## src/rtl/cell_editor.sv

```systemverilog
// cell_editor: debounced button cursor over a cell grid with read-modify-write cell toggle
// Ports: clk_in/rst_n_in (async active-low); btn_in {c,u,l,r,d} raw buttons;
// edit_en_in enables edits; data_r_in line read back one cycle after addr_r_out;
// addr_w_out/data_w_out/we_out single-cycle line write; cursor_x_out/cursor_y_out
// cursor position for overlay; busy_out high while a toggle is in flight.
module cell_editor #(
  parameter int LINE_WIDTH      = 8,
  parameter int ADDR_SIZE       = 3,
  parameter int DEBOUNCE_CYCLES = 1000000
) (
  input  logic                          clk_in,
  input  logic                          rst_n_in,
  input  logic [4:0]                    btn_in,
  input  logic                          edit_en_in,
  input  logic [LINE_WIDTH-1:0]         data_r_in,
  output logic [ADDR_SIZE-1:0]          addr_r_out,
  output logic [ADDR_SIZE-1:0]          addr_w_out,
  output logic [LINE_WIDTH-1:0]         data_w_out,
  output logic                          we_out,
  output logic [$clog2(LINE_WIDTH)-1:0] cursor_x_out,
  output logic [ADDR_SIZE-1:0]          cursor_y_out,
  output logic                          busy_out
);
  localparam int XW = $clog2(LINE_WIDTH);
  localparam int CW = DEBOUNCE_CYCLES > 1 ? $clog2(DEBOUNCE_CYCLES) : 1;
  localparam logic [CW-1:0] CNT_MAX = CW'(DEBOUNCE_CYCLES - 1);
  localparam logic [XW-1:0] X_MAX = XW'(LINE_WIDTH - 1);
  typedef enum logic [1:0] {IDLE, READ, MODIFY, WRITE} state_t;
  state_t state;
  logic [4:0] sync1, sync2, stable, press, act;
  logic [CW-1:0] cnt [5];
  logic [XW-1:0] x_lat;
  logic [ADDR_SIZE-1:0] y_lat;
  // bit order {c,u,l,r,d}; presses outside IDLE or while disabled are dropped
  assign act = press & {5{edit_en_in && state == IDLE}};
  always_ff @(posedge clk_in or negedge rst_n_in) begin
    if (!rst_n_in) begin
      sync1  <= '0;
      sync2  <= '0;
      stable <= '0;
      press  <= '0;
      for (int i = 0; i < 5; i++) cnt[i] <= '0;
    end else begin
      sync1 <= btn_in;
      sync2 <= sync1;
      for (int i = 0; i < 5; i++) begin
        press[i] <= 1'b0;
        if (sync2[i] == stable[i]) cnt[i] <= '0;
        else if (cnt[i] == CNT_MAX) begin
          cnt[i]    <= '0;
          stable[i] <= ~stable[i];
          press[i]  <= ~stable[i];
        end else cnt[i] <= cnt[i] + 1'b1;
      end
    end
  end
  always_ff @(posedge clk_in or negedge rst_n_in) begin
    if (!rst_n_in) begin
      state        <= IDLE;
      cursor_x_out <= '0;
      cursor_y_out <= '0;
      x_lat        <= '0;
      y_lat        <= '0;
      addr_r_out   <= '0;
      addr_w_out   <= '0;
      data_w_out   <= '0;
      we_out       <= 1'b0;
      busy_out     <= 1'b0;
    end else begin
      if (act[2] && !act[1]) cursor_x_out <= cursor_x_out == '0 ? X_MAX : cursor_x_out - 1'b1;
      else if (act[1] && !act[2]) cursor_x_out <= cursor_x_out == X_MAX ? '0 : cursor_x_out + 1'b1;
      if (act[3] && !act[0]) cursor_y_out <= cursor_y_out - 1'b1;
      else if (act[0] && !act[3]) cursor_y_out <= cursor_y_out + 1'b1;
      case (state)
        IDLE: if (act[4]) begin
          x_lat      <= cursor_x_out;
          y_lat      <= cursor_y_out;
          addr_r_out <= cursor_y_out;
          busy_out   <= 1'b1;
          state      <= READ;
        end
        READ: state <= MODIFY;
        MODIFY: begin
          data_w_out <= data_r_in ^ (LINE_WIDTH'(1) << x_lat);
          addr_w_out <= y_lat;
          we_out     <= 1'b1;
          state      <= WRITE;
        end
        WRITE: begin
          we_out   <= 1'b0;
          busy_out <= 1'b0;
          state    <= IDLE;
        end
      endcase
    end
  end
endmodule

```

## config.mk

```make
export PLATFORM = sky130hd
export DESIGN_NAME = cell_editor
export DESIGN_NICKNAME = d
export VERILOG_FILES = /design/src/rtl/cell_editor.sv
export SDC_FILE = /design/constraint.sdc
export NUM_CORES = 1
export LEC_CHECK = 0
export CORE_UTILIZATION = 45
export DETAILED_ROUTE_END_ITERATION = 12
export GPL_ROUTABILITY_DRIVEN = 0
export PLACE_DENSITY = 0.72
export SETUP_SLACK_MARGIN = 0.02
export SYNTH_ARGS = -nofsm -noshare
export SYNTH_HDL_FRONTEND = slang
export SYNTH_SLANG_ARGS = --single-unit
```

## constraint.sdc

```tcl
create_clock -name clk_in -period 2.2 [get_ports clk_in]
set_input_delay 0.55 -clock clk_in [delete_from_list [all_inputs] [get_ports clk_in]]
set_output_delay 0.55 -clock clk_in [all_outputs]
set_load 0.1 [all_outputs]
```

After elaboration in Yosys (flattened, before gate mapping)
Cells that the tools add are included.
W data, S select, Z words.

storage, ports and cells
  logic and storage cells = 112
  bits in registers = 147
  input port bits = 16

operators by class
  $add $sub $neg = 9
  reduce and logical (&&, ||, !) cells = 22
  shift operators = 1
  bitwise logic cells = 12
  eq/ne operators = 15
  multiplexer cells = 31

operators by type and width
  kind                     number
  $mux W20                 10
  $add A20 B1 Y20 const B  5
  $eq A20 B20 Y1 const B   5
  $mux W3                  6
  $reduce_and A2 Y1        7
  $mux W1                  11
  $not A1 Y1               10
  $pmux W2 S4              1
  $reduce_bool A2 Y1       4
  $shl A1 B3 Y8 const A    1
  $xor A8 B8 Y8            1
  $add A3 B1 Y3 const B    2
  $sub A3 B1 Y3 const B    2
  $and A5 B5 Y5            1
  $eq A1 B1 Y1             5
  $logic_and A1 B1 Y1      5
  $eq A2 B2 Y1 const B     2
  $logic_not A1 Y1         4
  $pmux W1 S2              2
  $eq A3 B3 Y1 const B     1
  $logic_not A3 Y1         1
  $eq A2 B1 Y1 const B     1
  $logic_not A2 Y1         1
  $mux W2                  1
  $ne A2 B2 Y1 const B     1

Longest topological paths before layout
Gate-level depths: netlist (run 1).

  depth after elaboration = 7
  depth in mapped cells = 8
  depth with buffers taken out = 8

Worst setup path before layout (run 1)
No wires, ideal clock.

  path type = reg2reg
  from = reg cnt[80] (netlist bit)
  to = reg cnt[98] (netlist bit)
  setup time = 77 ps
  stages on the path, launching flop included = 7
  clock period less this slack = 1973 ps
  data arrival time = 1895 ps
  setup slack = 227 ps
  cell sequence = dfrtp_1 -> ha_1 -> nand2_1 -> or4_1 -> buf_2 -> or4_1 -> a21oi_1

between the ends
  cells in the longest elaborated chain, start to end = 3
  elaborated cells between the ends (all ways) = 4
  classes of those cells = add/sub (1); eq/ne (1); mux (2)

ends and longest elaborated chain
  what                                               line    source
  start: declaration                                 31      logic [CW-1:0] cnt [5];
  start signal: indexed assignment                   53      end else cnt[i] <= cnt[i] + 1'b1;
  $add A20 B1 Y20 or $eq A20 B20 Y1 (tied branches)  53, 49
  $mux W20 *                                         49      else if (cnt[i] == CNT_MAX) begin
  $mux W20 *                                         48      if (sync2[i] == stable[i]) cnt[i] <= '0;

Mark *: on every way between the ends. The rest lies on a longest branch, timed or not.
A chain may end at the register's enable or synchronous reset.

Final worst setup path (run 1)
Ends and elaborated chain as after synthesis.

==> results of run 1 <==
metrics by stage:
stage               total power [mW]  cell area, µm²
finish                         5.888            8163
detailed placement             3.006            7555
CTS                            5.954            8159
global placement               2.996            7555
floorplan                      2.884            6965
global route                   6.105            8163
where the power goes:
group | internal (mW) | total (mW) | switching (mW)
combinational | 0.0684 | 0.183 | 0.115
clock | 1.79 | 2.94 | 1.15
sequential | 2.74 | 2.77 | 0.0333
total | 4.59 | 5.89 | 1.30
worst register-to-register path: cells and delay by family, from the launching register on:
kind / cells / cell delay (ns)
AOI/OAI and AO/OA: 1 / 0.16
adders and majority gates: 1 / 0.25
DFF: 1 / 0.40
and+or+nand+nor: 3 / 1.20
routing by layer:
| layer | part of all wire, % | vias up | wire (µm) |
|---|---|---|---|
| li1 | - | 2503 | - |
| met1 | 45 | 2539 | 6022 |
| met2 | 50 | 77 | 6667 |
| met3 | 3.1 | 27 | 415 |
| met4 | 2.2 | 0 | 300 |
| met5 | 0 | - | 0 |
registers in the layout, summed over array words and instances, names as in the netlist:
signal and count:
busy_out 1, x_lat 3, stable 5, sync1 5, press 5, addr_w_out 3
y_lat 3, cursor_y_out 3, data_w_out 8, cnt 100, state 2, cursor_x_out 3
sync2 5, we_out 1
cell usage in the layout (no fill, tap or decap), types with 8 or more instances in the layout:
cell	Yosys	final
xnor2_1	37	37
a21oi_1	40	40
nand4_1	15	15
nand3_1	41	41
o21ai_0	26	25
or3_1	17	17
or4_1	16	15
ha_1	15	15
and3_1	11	11
nor2_1	89	89
dfrtp_1	147	147
and4_1	8	8
mux2_2	12	12
nor4_1	14	14
o31ai_1	19	15
clkbuf_16	0	17
nor3_1	19	19
inv_1	26	26
nand2_1	46	46
clkdlybuf4s50_1	0	14
buf_4	1	29
xor2_1	40	40
cells by family after synthesis:
group	share of synthesized area, %
compound gates	6.880
xor+xnor	9.682
fa+ha+maj	2.982
buf+inv	2.766
flops	52.81
mux	2.084
simple gates	22.80
what timing repair did:
action / 4_1_cts / 5_1_grt
hold buffers: 0 / 0
setup endpoints to repair: 0 / 1
gates resized for setup: 0 / 1
worst min-delay path by stage:
stage | from | end | slack [ns]
finish | rst_n_in | cnt[91] | 0.03
global route | rst_n_in | sync2[0] | 0.06
CTS | rst_n_in | cnt[90] | 0.04
detailed placement | sync1[4] | sync2[4] | 0.35
global placement | sync1[0] | sync2[0] | 0.34
floorplan | rst_n_in | addr_w_out[0] | 0.25
layout make-up:
cell class	instances	area (µm²)	share of cell area, %
sequential	147	3679	45.06
multi-input combinational	496	3118	38.20
timing repair buffer	47	429.2	5.258
clock buffer	17	425.4	5.212
tap	188	235.2	2.882
clock inverter	15	178.9	2.192
inverter	26	97.59	1.196
==> summary.md, run 1 <==
| Metric | Value |
|---|---|
| Crit-path max cell delay | ~0.60 ns |
| First drt pass iteration count | 4 |
| Yosys top cell by area | dfrtp_1 |
| Core Area | around 0.015 mm² |
| Synth Flop Type | dfrtp_1 |
| Status | completed |
| Post-Synthesis Cell Area | about 0.007 mm² |
| CP Capture Point | cnt[98] |
| Synthesized netlist cell count | about 700 |
| Worst R2R Setup Slack | about 0.11 ns |
| Total track usage | a little under a fifth |
| Hold WS | about 0.027 ns |
| Fill cells | ~1300 |
| Count of final setup violators | 0 |
| Final nets | between 700 and 800 |
| Remaining DRCs | 0 |
| Drt via density | 5.498 |
| Cts bufs inserted | 17 |
| Worst Path Buf+Inv | 0 |
| I/O pin count | 38 |
| CTS tree | done |
| Crit path time final | between 2 and 2.5 ns |
| Routed WL | between 10000 and 15000 µm |
| Vias in the first global route | between 5000 and 6000 |
| RSZ-0062 raised after global routing | false |
| Slowest stage cell, crit path | or4_4 |
| EDFF count, synth | 0 |
| Synth unique cells | 40 |
| Number of setup buffers added after CTS | 0 |
| Syn nets | 723 |
| Die Y | about 130 µm |
| Final hold violations | 0 |
| Synth top area cells | dfrtp_1 (53%), xor2_1 (5.0%), nor2_1 (4.8%), xnor2_1 (4.7%), nand3_1 (2.9%) |
| Worst Setup Path Type | register to register |
| Die Wd | ~130 µm |
| Worst setup EP type | register |
| Vias after detailed routing | 5146 |
| Most common cell in the synthesized netlist | dfrtp_1 |
| Pre-CTS setup slack | -0.03896 ns |
| CTS Root Cell | clkbuf_16 |
| Pleak | ~3.4 nW |
| CP Launch Point | cnt[80] |
| Worst-Margin Slew | between 0.4 and 0.5 ns |
| FMAX | about 0.48 GHz |
| Pwr dens | approximately 720 mW/mm² |
| Area delta synth->final | 17.19% |
| Crit path depth | 5 |
| Setup TNS | 0 ns |
| Starting DRT DRC Count | 381 |
| Num rows | 45 |
| RR Startpoint | cnt[80] |
| Port bufs | 37 |
| Utilization after layout | about 54% |
| Diode count | 0 |
| VDD IR-drop max | just under 0.6 mV |
| CTS Buffer Depth | 2 |
| Worst hold-check path type | input pin to async pin |
| Synth top cells by count | dfrtp_1 (147), nor2_1 (89), nand2_1 (46) |
| Fin. max-slew vios | 0 |
| Die area | around 0.016 mm² |
| Clock slew at reported path FFs | about 0.06 ns |
| Largest net degree at the start of global routing | between 50 and 60 |
| Yosys warns | 0 |
| FF-to-FF path depth | 5 |
| Area share of the largest cell type after synthesis | 52.81% |
| Met2 usage | 31.07% |
| Critical path peak fanout | 7 |
| Clock sinks | about 150 |
| Worst EP required | about 2.6 ns |
| Sequential area share after synthesis | a little over half |
| Inst Count DP | 904 |
| CTS HTree Levels | 4 |
| Flops & latches, synth | around 150 |
| Initial antenna violation count | 0 |
| WL/cell | about 14 µm |
| Layout Skew | 0.007819 ns |
| CP cell instances | ha_1, nand2_1, or4_4, or4_1, a21oi_1 |
| Grt met1 use | around 22% |
| Async S/R FF share, synth | between 90% and 100% |
| Final worst slack | approximately 0.11 ns |
| Grt peak-use layer | met2 |
| Critical path arrival | 2.44 ns |
| GR Util met3 | under 10% |
| Clock latency on the worst-skew pair | between 0.4 and 0.5 ns |
| Initial Util | approximately 46% |
| Crit start category | register |
| Slew HR | slightly below 70% |
| DRT antenna net count | 0 |
| First-pass GRT wire length | ~23000 µm |
| Max-cap violations | 0 |
| Dpl hpwl | 9318 µm |
| Period utilization | roughly 95% |
| Reg-to-Reg End | cnt[98] |
| Global route total overflow | 0 |
| Mean post-synth cell area | just over 10 µm² |
| Dominant delay contributor by cell family on the critical path | simple AND/OR/NAND/NOR gates |
| Non-Filler Instances | roughly 940 |
| Layout cells sized above 1 | between 10% and 20% |
Power figures use the tool's default switching activity.
==> run 2, diff against run 1 <==
--- a/config.mk
+++ b/config.mk
@@ -5,10 +5,12 @@
 export SDC_FILE = /design/constraint.sdc
 export NUM_CORES = 1
 export LEC_CHECK = 0
+export CELL_PAD_IN_SITES_DETAIL_PLACEMENT = 0
+export CELL_PAD_IN_SITES_GLOBAL_PLACEMENT = 1
 export CORE_UTILIZATION = 45
 export DETAILED_ROUTE_END_ITERATION = 12
 export GPL_ROUTABILITY_DRIVEN = 0
-export PLACE_DENSITY = 0.72
+export PLACE_DENSITY = 0.85
 export SETUP_SLACK_MARGIN = 0.02
 export SYNTH_ARGS = -nofsm -noshare
 export SYNTH_HDL_FRONTEND = slang
==> run 2 against run 1 <==
- utilization is 0.34 points higher
- via count down 0.95%
- sequential share of layout area shrank 0.28 points
- combinational power about the same
- sequential cell count did not move
- critical endpoint unchanged
- largest cell class unchanged
==> summary.md, run 2 (synthesized netlist as in run 1, its figures left out) <==
| Metric | Value |
|---|---|
| VDD IR-drop max | around 0.62 mV |
| Number of setup buffers added after CTS | 0 |
| CP Launch Point | cnt[80] |
| DRT antenna net count | 0 |
| Crit-path max cell delay | roughly 0.60 ns |
| Most common cell after layout, fill and taps aside | dfrtp_1 |
| First drt pass iteration count | 4 |
| Layout cells sized above 1 | about an eighth |
| Status | completed |
| FMAX | 0.4889 GHz |
| First-pass GRT wire length | ~23000 µm |
| Global route total overflow | 0 |
| Critical path peak fanout | 7 |
| Total track usage | 18.08% |
| Hold WS | 0.04203 ns |
| Diode count | 0 |
| Core Area | around 0.015 mm² |
| Tot Pwr | 5.881 mW |
| Die area | 0.01598 mm² |
| Pleak | 3.438 nW |
| Biggest register | cnt |
| RSZ-0062 raised after global routing | false |
| CTS hold repair buffers | 0 |
| Final nets | 771 |
| Dpl hpwl | around 9400 µm |
| CTS tree | done |
| Layout Skew | ~0.014 ns |
| Cts bufs inserted | 17 |
| CTS HTree Levels | 4 |
| Slew HR | a little under three quarters |
| Max reg flops | 100 |
| Period utilization | about 93% |
| Vias after detailed routing | about 5100 |
| Worst EP required | ~2.5 ns |
| Most used cell, CP | or4_4 |
| Count of final setup violators | 0 |
| Final cell area excluding filler cells | 0.008214 mm² |
| Initial antenna violation count | 0 |
| Crit path time final | between 2 and 2.5 ns |
| Critical path arrival | approximately 2.4 ns |
| Final hold violations | 0 |
| Clock sinks | between 100 and 150 |
| Clock latency on the worst-skew pair | 0.42 ns |
| CP cell instances | ha_2, nand2_1, or4_4, or4_4, a21oi_2 |
| I/O pin count | 38 |
| Top Registers | cnt x100, data_w_out x8 |
| CTS Root Cell | clkbuf_16 |
| Vias in the first global route | ~5000 |
| FF-to-FF path depth | 5 |
| Remaining DRCs | 0 |
| Max-cap violations | 0 |
| Routed WL | around 13000 µm |
| Pwr dens | about 720 mW/mm² |
| Worst-Margin Slew | approximately 0.42 ns |
| Slowest stage cell, crit path | or4_4 |
| Crit start category | register |
| Die Y | approximately 130 µm |
| Area delta synth->final | 17.93% |
| Largest net degree at the start of global routing | 54 |
| Die Wd | 126.4 µm |
| Most frequent cells in the layout | dfrtp_1 (147), nor2_1 (89), nand2_1 (46) |
| Port bufs | 37 |
| Num rows | 45 |
| WL/cell | 14.33 µm |
| Placed cell area | roughly 0.0076 mm² |
| Worst Setup Path Type | register to register |
| Fin. max-slew vios | 0 |
| Starting DRT DRC Count | between 200 and 250 |
| Drt via density | 5.428 |
| RR Startpoint | cnt[80] |
| Initial Util | 45.99% |
| Worst hold-check path type | input pin to async pin |
| Clock slew at reported path FFs | 0.06 ns |
| Worst setup EP type | register |
| CTS Buffer Depth | 2 |
[run 2: changes by cell type in the layout (fill, tap and decap cells not counted), moves of 2 or more]
cell / delta
clkbuf_8: +3
clkbuf_1: +2
clkinvlp_4: -2
buf_4: +3
inv_6: -4
[run 2: per-stage QoR]
| stage | util, % | setup TNS (ns) | cells | setup slack, ns |
|---|---|---|---|---|
| finish | 54.23 | 0 | 939 | 0.1545 |
| global route | 54.23 | 0 | 939 | 0.05783 |
| detailed placement | 50.16 | -0.04964 | 908 | -0.04408 |
| CTS | 54.17 | 0 | 939 | 0.08169 |
| global placement | 50.16 | -0.03716 | 908 | -0.03716 |
| floorplan | - | 0 | 691 | 0.2273 |
[run 2: repair_timing]
item,in CTS,in global routing
gates resized for setup,1,3
hold endpoints to repair,0,0
endpoints found under the setup margin,1,1
[run 2: power by group]
group | leakage, nW | switching (mW) | internal (mW)
combinational | 1.17 | 0.115 | 0.0698
clock | 0.292 | 1.06 | 1.86
sequential | 1.98 | 0.0338 | 2.74
[run 2: path summary, 6_finish.rpt]
check                           endpoint  slack (ns)
min in group clk_in             sync2[3]        0.35
worst min register to register  sync2[3]        0.35
worst max-delay path             cnt[98]        0.15
worst min-delay path            press[3]        0.04
max in group asynchronous        cnt[59]        1.53
worst max register to register   cnt[98]        0.15
[run 2: metal layers]
layer,global-route usage [%],vias up,wire length [µm]
met2,31.62,69,6839
met3,3.290,4,368
li1,-,2520,-
met4,6.945,0,80
met5,0,-,0
met1,22.27,2504,6164
[run 2: layout make-up]
cell class,instances,area [µm²]
fillers,1295,6932
clock buffers,22,474.2
well taps,188,235.2
flip-flops and latches,147,3679
multi-input cells,496,3128
repair buffers,51,471.7
clock inverters,9,128.9
inverters,26,97.59
[run 2: critical path, delay by kind of cell, from the launching register on]
family                     cells  cell delay [ns]
DFF                            1             0.39
AOI/OAI and AO/OA              1             0.16
and+or+nand+nor                3             1.20
adders and majority gates      1             0.23
==> run 3, diff against run 2 <==
--- a/config.mk
+++ b/config.mk
@@ -12,6 +12,7 @@
 export GPL_ROUTABILITY_DRIVEN = 0
 export PLACE_DENSITY = 0.85
 export SETUP_SLACK_MARGIN = 0.02
+export SLEW_MARGIN = 40
 export SYNTH_ARGS = -nofsm -noshare
 export SYNTH_HDL_FRONTEND = slang
 export SYNTH_SLANG_ARGS = --single-unit
==> results of run 3 <==
The final DEF is identical to that of run 2; final timing and power are the same.
==> RTL edit: new RTL, flow settings as in run 2 <==
Add an input register stage for `btn_in`, `edit_en_in` and `data_r_in`; this delays them by one clock. Comments in the files are not updated.
--- a/src/rtl/cell_editor.sv
+++ b/src/rtl/cell_editor.sv
@@ -26,13 +26,24 @@
   localparam logic [CW-1:0] CNT_MAX = CW'(DEBOUNCE_CYCLES - 1);
   localparam logic [XW-1:0] X_MAX = XW'(LINE_WIDTH - 1);
   typedef enum logic [1:0] {IDLE, READ, MODIFY, WRITE} state_t;
+
+  logic [4:0] btn_q;
+  logic edit_en_q;
+  logic [LINE_WIDTH-1:0] data_r_q;
+
+  always_ff @(posedge clk_in) begin
+    btn_q     <= btn_in;
+    edit_en_q <= edit_en_in;
+    data_r_q  <= data_r_in;
+  end
+
   state_t state;
   logic [4:0] sync1, sync2, stable, press, act;
   logic [CW-1:0] cnt [5];
   logic [XW-1:0] x_lat;
   logic [ADDR_SIZE-1:0] y_lat;
   // bit order {c,u,l,r,d}; presses outside IDLE or while disabled are dropped
-  assign act = press & {5{edit_en_in && state == IDLE}};
+  assign act = press & {5{edit_en_q && state == IDLE}};
   always_ff @(posedge clk_in or negedge rst_n_in) begin
     if (!rst_n_in) begin
       sync1  <= '0;
@@ -41,7 +52,7 @@
       press  <= '0;
       for (int i = 0; i < 5; i++) cnt[i] <= '0;
     end else begin
-      sync1 <= btn_in;
+      sync1 <= btn_q;
       sync2 <= sync1;
       for (int i = 0; i < 5; i++) begin
         press[i] <= 1'b0;
@@ -81,7 +92,7 @@
         end
         READ: state <= MODIFY;
         MODIFY: begin
-          data_w_out <= data_r_in ^ (LINE_WIDTH'(1) << x_lat);
+          data_w_out <= data_r_q ^ (LINE_WIDTH'(1) << x_lat);
           addr_w_out <= y_lat;
           we_out     <= 1'b1;
           state      <= WRITE;
Formal check against the unedited RTL: no difference found for any inputs over 10 cycles, from zero or initial values and one cycle with rst_n_in low; that may be too few to reach the edited logic, so the function may still have changed.
==> RTL edit against run 2 <==
- routed wire length is 0.45% lower
- first-iteration DRC count is 5.9% lower
- sequential cell count is 14 higher
- maximum frequency is 0.21% higher
- setup slack better by 0.0043 ns
- cell area is 5.5% higher
- largest power group unchanged
- total power is 11% higher
- area after synthesis is 5.0% higher
==> RTL edit: results (changes against run 2) <==
- The reg2reg setup slack is 0.16 ns.
- The met3 routing resource usage after global routing is 5.037% (+1.7 points).
- The met2 usage is 29.63% (-2.0 points).
- The leakage power was 3.663 nW (+6.6%).
- The largest registers in the layout are cnt x100, data_r_q x8, data_w_out x8.
- The net count after synthesis is 739 (+2.2%).
- The synthesized-area fraction occupied by xor and xnor cells was 10.42% (+0.74 points).
- The pin count of the biggest net entering global routing is 75 (+39%).
- The largest incremental delay on the critical path came to 0.40 ns (-0.20 ns).
- The met1 demand-to-capacity share in global routing is 22.34% (+0.067 points).
- The share of final-layout standard cells stronger than drive strength 1 is 12.31% (-1.0 points).
- By area the synthesized netlist is led by sky130_fd_sc_hd__dfrtp_1, sky130_fd_sc_hd__xnor2_1, sky130_fd_sc_hd__nor2_1.
- The master of the slowest instance on the critical path is sky130_fd_sc_hd__fa_1.
- The HPWL reported at the end of detailed placement is 9.342 mm (-0.40%).
- The total placed cells including tap cells is 963 (+6.1%).
- The total routing usage reported by global routing is 17.87% (-0.21 points).
- The final routed wirelength across all metal layers is 13.39 mm (-0.45%).
- Among cell families on the critical path, the largest total delay comes from adder cells.
- The pin slew with the least headroom to its limit is 0.6344 ns (+0.2103 ns).
- The distinct cell type count after synthesis came to 49 (+23%).
- The wire length per cell after detailed routing was 13.45 um (-6.1%).
- The path depth of the worst reg2reg path was 8 (+3).
- The detailed-route vias per instance came to 5.256 (-3.2%).
- The wire length of the first global-routing pass came to 23.67 mm (+1.7%).
- The number of global-route vias before repair is 5199 (+3.1%).
- The min-delay analysis places its worst path in the category reg -> reg.
- The worst hold path passes through 0 cells.
- The post-synthesis compound-gate area fraction was 4.825% (-2.1 points).
- The maximum vdd ir drop is 0.5953 mV (-3.6%).
- The proportion of synthesized area in mux cells is 2.669% (+0.59 points).
- The average size of a mapped cell came to 10.34 um2 (+2.6%).
- By count the netlist is led by sky130_fd_sc_hd__dfrtp_1, sky130_fd_sc_hd__nor2_1, sky130_fd_sc_hd__xnor2_1.
- The register area share after synthesis is 54.14% (+1.3 points).
- The fill cell instance count of the final layout was 1342 (+3.6%).
- The proportion of synthesized flip-flops having asynchronous set or reset was 91.30% (-8.7 points).
- The worst clock skew on the final layout is 0.006106 ns (-0.007686 ns).
- The number of nets in the layout is 799 (+3.6%).
- The initial DRC count is 223 (-5.9%).
- The run finished with clean final reports.
RTL edit: cell type report:
| cell class | count | area share [%] |
|---|---|---|
| clock buffer | 19 | 5.110 |
| clock inverter | 13 | 2.685 |
| inverter | 28 | 1.213 |
| multi-input combinational | 505 | 36.90 |
| sequential | 161 | 45.68 |
| tap | 216 | 3.118 |
| timing repair buffer | 54 | 5.298 |
RTL edit: layer usage:
metal	wire length [um]	share of wire, %	vias up
li1	-	-	2584
met2	6430	48	86
met4	189	1.4	0
met3	469	3.5	19
met5	0	0	-
met1	6303	47	2546
RTL edit: timing repair:
action | CTS | global route
hold endpoints to repair | 6 | 0
hold buffers | 1 | 0
gates resized for setup | 0 | 0
RTL edit: power breakdown:
group / switching [mW] / internal, mW / leakage, nW / total (mW)
Sequential: 0.0367 / 3.00 / 2.14 / 3.04
Clock: 1.16 / 2.16 / 0.328 / 3.33
Combinational: 0.110 / 0.0721 / 1.20 / 0.182
Total: 1.31 / 5.24 / 3.66 / 6.55
RTL edit: final timing paths:
kind                                                to                  from
max                        cursor_y_out[2]$_DFFE_PN0P_  state[0]$_DFFE_PN0P_
min                                 sync1[4]$_DFF_PN0_      btn_q[4]$_DFF_P_
max reg2reg                cursor_y_out[2]$_DFFE_PN0P_  state[0]$_DFFE_PN0P_
min reg2reg                         sync1[4]$_DFF_PN0_      btn_q[4]$_DFF_P_
max in group asynchronous            cnt[52]$_DFF_PN0_              rst_n_in
min in group asynchronous            cnt[12]$_DFF_PN0_              rst_n_in
RTL edit: metrics by stage:
step | cell area, um2 | setup slack, ns | utilization (%)
after floorplan | 7312 | 0.2638 | -
after global placement | 7981 | 0.2487 | 50.24
after detailed placement | 7981 | 0.1586 | 50.24
after CTS | 8667 | 0.1393 | 54.56
after global routing | 8667 | 0.02049 | 54.56
final | 8667 | 0.1588 | 54.56
